[config.mk]
export PLATFORM = sky130hd
export DESIGN_NAME = shift_add_mult_4x4
export DESIGN_NICKNAME = d
export VERILOG_FILES = /design/src/rtl/shift_add_mult_4x4.sv
export SDC_FILE = /design/constraint.sdc
export NUM_CORES = 1
export LEC_CHECK = 0
export ABC_AREA = 1
export BUFFER_PORTS_ARGS = -buffer_cell sky130_fd_sc_hd__clkbuf_2
export CORE_ASPECT_RATIO = 0.75
export CORE_MARGIN = 2
export CORE_UTILIZATION = 51
export CTS_BUF_LIST = sky130_fd_sc_hd__clkbuf_4 sky130_fd_sc_hd__clkbuf_8
export DETAILED_ROUTE_END_ITERATION = 12
export GPL_TIMING_DRIVEN = 0
export PLACE_DENSITY_LB_ADDON = 0.1
export SETUP_SLACK_MARGIN = 0.1
export SYNTH_ARGS = -nofsm -noshare
export SYNTH_HDL_FRONTEND = slang
export SYNTH_SLANG_ARGS = --single-unit
[constraint.sdc]
create_clock -name clk -period 2 [get_ports clk]
set_input_delay 0.5 -clock clk [delete_from_list [all_inputs] [get_ports clk]]
set_output_delay 0.5 -clock clk [all_outputs]
set_load 0.02 [all_outputs]
[src/rtl/shift_add_mult_4x4.sv]
// Sequential 4x4 unsigned shift-add multiplier built around a single 4-bit ripple-carry adder.
// Retires one multiplier bit per clock and reports the 8-bit product with a start/done handshake.

module rca_4_bit (
    input  logic [3:0] a,
    input  logic [3:0] b,
    input  logic       cin,
    output logic [3:0] sum,
    output logic       cout
);
    logic [4:0] c;

    always_comb begin
        sum  = '0;
        c    = '0;
        c[0] = cin;
        for (int i = 0; i < 4; i++) begin
            sum[i]   = a[i] ^ b[i] ^ c[i];
            c[i+1]   = (a[i] & b[i]) | (c[i] & (a[i] ^ b[i]));
        end
        cout = c[4];
    end
endmodule

module shift_add_mult_4x4 (
    input  logic       clk,
    input  logic       rst_n,
    input  logic       start,
    input  logic [3:0] a,
    input  logic [3:0] b,
    output logic [7:0] product,
    output logic       busy,
    output logic       done
);
    typedef enum logic [1:0] {IDLE, CALC, DONE} state_t;

    state_t     state_q, state_d;
    logic [3:0] m_q, m_d;
    logic [3:0] q_q, q_d;
    logic [3:0] a_q, a_d;
    logic [2:0] cnt_q, cnt_d;
    logic [7:0] product_q, product_d;

    logic [3:0] add_b;
    logic [3:0] add_sum;
    logic       add_cout;

    assign add_b = q_q[0] ? m_q : 4'b0000;

    rca_4_bit u_rca (
        .a    (a_q),
        .b    (add_b),
        .cin  (1'b0),
        .sum  (add_sum),
        .cout (add_cout)
    );

    // The carry register C is always zero after the right shift, because cout
    // lands in A's MSB; it therefore needs no flop of its own.
    always_comb begin
        state_d   = state_q;
        m_d       = m_q;
        q_d       = q_q;
        a_d       = a_q;
        cnt_d     = cnt_q;
        product_d = product_q;
        case (state_q)
            IDLE: begin
                if (start) begin
                    m_d     = a;
                    q_d     = b;
                    a_d     = 4'd0;
                    cnt_d   = 3'd0;
                    state_d = CALC;
                end
            end
            CALC: begin
                a_d   = {add_cout, add_sum[3:1]};
                q_d   = {add_sum[0], q_q[3:1]};
                cnt_d = cnt_q + 3'd1;
                if (cnt_q == 3'd3) begin
                    product_d = {add_cout, add_sum, q_q[3:1]};
                    state_d   = DONE;
                end
            end
            DONE:    state_d = IDLE;
            default: state_d = IDLE;
        endcase
    end

    always_ff @(posedge clk) begin
        if (!rst_n) begin
            state_q   <= IDLE;
            m_q       <= '0;
            q_q       <= '0;
            a_q       <= '0;
            cnt_q     <= '0;
            product_q <= '0;
        end else begin
            state_q   <= state_d;
            m_q       <= m_d;
            q_q       <= q_d;
            a_q       <= a_d;
            cnt_q     <= cnt_d;
            product_q <= product_d;
        end
    end

    assign product = product_q;
    assign busy    = (state_q != IDLE);
    assign done    = (state_q == DONE);
endmodule
Word-level counts from Yosys, hierarchy flattened
Cells that the tools add are included.
{ "totals": {"ff_bits": 25, "output_inout_bits": 10, "word_cells": 46} }
{ "op_classes": {"add_sub_neg": 1, "n_eq_ne": 5, "n_mux": 10, "bitwise": 17, "reduce_logical": 7} }
{ "op_table": {"columns": ["op", "n"], "rows": [
  ["one-hot mux 4 bit (2 select lines)", 2],
  ["two-way mux 4 bit", 3],
  ["AND reduction 2 bit", 4],
  ["AND 1 bit", 7],
  ["bitwise XOR 1 bit", 7],
  ["one-hot mux 3 bit (2 select lines)", 1],
  ["two-way mux 2 bit", 2],
  ["!= test 2 bit, second input constant", 2],
  ["one-hot mux 2 bit (2 select lines)", 1],
  ["nonzero test 2 bit", 2],
  ["adder 3 x 1 -> 3 bit, second input constant", 1],
  ["equality test 3 x 2 -> 1 bit, second input constant", 1],
  ["two-way mux 3 bit", 1],
  ["bitwise OR 1 bit", 3],
  ["equality test 2 x 1 -> 1 bit, second input constant", 1],
  ["equality test 2 bit, second input constant", 1],
  ["logical NOT 2 bit", 1]
]} }

Logic depth before layout (Yosys ltp)
{ "logic_depth": {"ltp_word": 9, "mapped_depth": 10, "ltp_nobuf": 10} }

By module
Synthesis repeated with hierarchy kept, for this count alone.
{ "hier_totals": {"hier_cells": 161, "area_unflattened_um2": 1213.7} }
{ "modules_own_cells": {"columns": ["module", "instances", "cells_each", "area_per_inst_um2"], "rows": [
  ["shift_add_mult_4x4", 1, 147, 1096.1],
  ["rca_4_bit", 1, 14, 117.6]
]} }

Least setup slack after synthesis
No wires, ideal clock.
{ "synth_timing": {"kind": "reg-to-reg", "start": "register q_q[0]", "end": "register a_q[2]", "setup_time_ns": 0.071, "arrival_time_ns": 1.998, "t_required_ns": 1.929, "setup_slack_ns": -0.069, "stages_incl_launch_ff": 11, "path_buffers": 0, "synth_period_minus_slack_ns": 2.069, "cell_sequence": "dfxtp_1 -> nand2_1 -> inv_1 -> ha_1 -> fa_1 -> fa_1 -> inv_1 -> fa_1 -> inv_1 -> nand2_1 -> a21oi_1"} }
{ "synth_between": {"elab_chain_cells": 8, "elab_cells_between_ends": 13, "classes_between": "mux: 2; bitwise: 11"} }
{ "synth_rtl": {"columns": ["item", "line", "text"], "rows": [
  ["start: declaration", "39", "logic [3:0] q_q, q_d;"],
  ["start signal: assignment", "102", "q_q <= q_d;"],
  ["two-way mux 4 bit (*)", "48", "assign add_b = q_q[0] ? m_q : 4'b0000;"],
  ["AND 1 bit / bitwise XOR 1 bit (equally long branches)", "19", "c[i+1] = (a[i] & b[i]) | (c[i] & (a[i] ^ b[i]));"],
  ["AND 1 bit", "19", null],
  ["bitwise OR 1 bit", "19", null],
  ["AND 1 bit", "19", null],
  ["bitwise OR 1 bit", "19", null],
  ["bitwise XOR 1 bit (*)", "18", "sum[i] = a[i] ^ b[i] ^ c[i];"],
  ["one-hot mux 4 bit (2 select lines) (*)", "67", "case (state_q)"],
  ["end signal: assignment", "96", "a_q <= '0;"],
  ["end signal: assignment", "103", "a_q <= a_d;"],
  ["end: declaration", "40", "logic [3:0] a_q, a_d;"]
]} }
Mark *: on every way between the ends. The rest lies on a longest branch, timed or not.
A chain may end at the register's enable or synchronous reset.

Worst setup path in the final report
Same ends and word-level chain as after synthesis.

==> impl_metrics.ini <==
[yosys]
synth-edff-count = 0
yosys.area.top_type = dfxtp_1
synth_area_per_cell_um2 = 7.69
synth-seq-cells = 25
async_flop_share_pct = 0
yosysSeqAreaShare_pct = 42.6
postSynthCellCount = 153
synth_ff_type = dfxtp_1
ys_warn_count = 0
yosys-top-cells-area = dfxtp_1 43%, nand2_1 15%, nor2_1 6.7%
synth_top_area_share_pct = 42.6
syn_nets = 170
synthDistinctLibCells = 20
synth_area_mm2 = 0.00118

[floorplan]
pin_count = 21
coreArea_mm2 = 0.00223
die_h_um = 45.6
rows = 15
die_area_mm2 = 0.00271
start_util_pct = 52.7
die_x_um = 59.5

[timing]
setup_viol = 1
relSlewSlack_pct = 67.8
min_period_over_period_pct = 104
drv_slew = 0
fin_skew_ns = 0.00498
grt_setup_unrepaired = yes
setup_slack_ns = -0.0892
tightest_slew_ns = 0.483
max_freq_ghz = 0.479
min_period_ns = 2.09
hold_violations = 0

[routing]
dr.first_iter.drc_count = 63
vias = 988
drc = 0
drt_wl_total_um = 2360
vias_per_cell = 4.89
ant_nets = 0
wl_per_cell_um = 11.7
drt_pass1_iterations = 4

[clock_tree]
clock-sinks = 25
htreeDepth = 1
clk_pin_slew_ns = 0.13
clock_latency_ns = 0.31
cts_buffer_depth = 2
cts_buffers = 3
root_buffer = clkbuf_4
cts_tree = yes
hold_buffers = 0

[setup_path]
start_kind = flip-flop
path_class = reg -> reg
worstPathArrival_ns = 2.34
cp.required_ns = 2.25
r2r_cells = 10
crit_fanout = 2
end_kind = flip-flop

[layout]
nNetsFinal = 195
final_cell_count_no_fill = 202
fillers = 222
diodes = 0
area_growth_pct = 16.5
drive_gt1_share_pct = 26.6
final_util_pct = 61.3

[global_routing]
grt_pass1_vias = 936
grt_usage_pct = 19.9
antenna_found_initial = 0
grt_first_pass_wirelength_um = 3970
grt_overflow_total = 0
grt_start_max_net_pins = 14

[min_path]
worstHoldPathCells = 3
hp-class = in -> reg

[place]
place.gp.congestion = 0.798
dp_hpwl_um = 1750
portBuffers = 19
dp_cells = 197

[power_and_ir_drop]
power.leakage_nw = 0.705
ir_drop_uv = 430
p_per_area_mw_per_mm2 = 653

[job]
max-cap-violations = 0

[status]
violations = setup timing
outcome = complete, but fails checks
==> area by class of cell <==
class / instances / area [µm²] / share of cell area (%)
repair buffers: 20 / 106 / 7.76
well taps: 25 / 31.3 / 2.28
flip-flops and latches: 25 / 504 / 36.8
plain buffers: 4 / 35.0 / 2.56
multi-input cells: 106 / 593 / 43.3
clock buffers: 4 / 30.0 / 2.19
inverters: 18 / 70.1 / 5.11
==> logic make-up (layout without fill, tap and decap cells) <==
family                     Yosys count  count (layout)  synth area share (%)
adders and majority gates            6               6                  8.30
DFF                                 25              25                  42.6
AOI/OAI and AO/OA                   13              13                  6.70
buffers and inverters               22              46                  8.94
and+or+nand+nor                     87              87                  33.5
==> sequential cells by signal, indices dropped and copies added (netlist names) <==
register / count
product: 8
m_q: 4
state_q: 2
a_q: 4
cnt_q: 3
q_q: 4
==> placed cells by master (no fill, tap or decap), types with 2 or more instances in the layout <==
| master | n |
|---|---|
| nand2_1 | 44 |
| dfxtp_1 | 24 |
| nor2_1 | 21 |
| clkbuf_2 | 19 |
| inv_1 | 13 |
| nand3_1 | 12 |
| nand2_2 | 7 |
| a21oi_1 | 6 |
| o21ai_0 | 5 |
| inv_2 | 4 |
| clkbuf_4 | 4 |
| buf_6 | 2 |
| nor2_8 | 2 |
| fa_2 | 2 |
| ha_1 | 2 |
==> timing repair <==
item | CTS | global route
resized for setup | 6 | 1
setup buffers | 1 | 0
setup endpoints to repair | 2 | 3
pin swaps | 4 | 4
endpoints found under the hold margin | 0 | 0
==> where the power goes <==
group	leakage (nW)	internal [mW]	switching [mW]	total (mW)
Clock	0.0184	0.0915	0.144	0.236
Combinational	0.483	0.0500	0.0770	0.127
Sequential	0.204	0.518	0.0143	0.532
==> worst paths after layout <==
path	start	slack, ns	to
worst max-delay path	q_q[0]$_SDFFE_PN0P_	-0.09	a_q[2]$_SDFFE_PN0P_
worst min-delay path	a[1]	0.43	m_q[1]$_SDFFE_PN0P_
worst max register to register	q_q[0]$_SDFFE_PN0P_	-0.09	a_q[2]$_SDFFE_PN0P_
worst min register to register	product[6]$_SDFFE_PN0P_	0.47	product[6]$_SDFFE_PN0P_
==> per-stage QoR <==
step | cell area (µm²) | total power, mW | hold slack, ns | setup WS [ns] | TNS (ns)
after floorplan | 1180 | 0.629 | 0.439 | 0.00550 | 0
after global placement | 1310 | 0.658 | 0.454 | -0.0745 | -0.0745
after detailed placement | 1310 | 0.663 | 0.461 | -0.0910 | -0.0910
after CTS | 1370 | 0.908 | 0.424 | -0.0745 | -0.0745
after global routing | 1370 | 0.951 | 0.438 | -0.115 | -0.175
final | 1370 | 0.895 | 0.431 | -0.0892 | -0.0892
==> cells in the mapped netlist, types with 2 or more instances <==
cell type  instances
nand2_2            5
o21ai_0            5
nor2_1            21
nand2_1           46
fa_1               3
nor2_8             2
dfxtp_1           25
a21oi_1            6
ha_1               3
inv_1             16
nand3_1           12
==> worst max-delay path, cell delays in order, from the launching register on <==
cell	delay (ns)
dfxtp_4	0.38
nand2_2	0.06
inv_2	0.04
ha_4	0.15
fa_2	0.35
fa_2	0.34
inv_2	0.06
fa_1	0.41
inv_2	0.07
nand2_1	0.05
a21oi_1	0.12
==> layer usage <==
layer | global-route usage [%] | share of wire [%] | vias up
li1 | - | - | 516
met1 | 24.6 | 45 | 449
met2 | 34.1 | 49 | 19
met3 | 5.40 | 4.5 | 4
met4 | 5.91 | 1.4 | 0
met5 | 0 | 0 | -
Power figures use the tool's default switching activity.
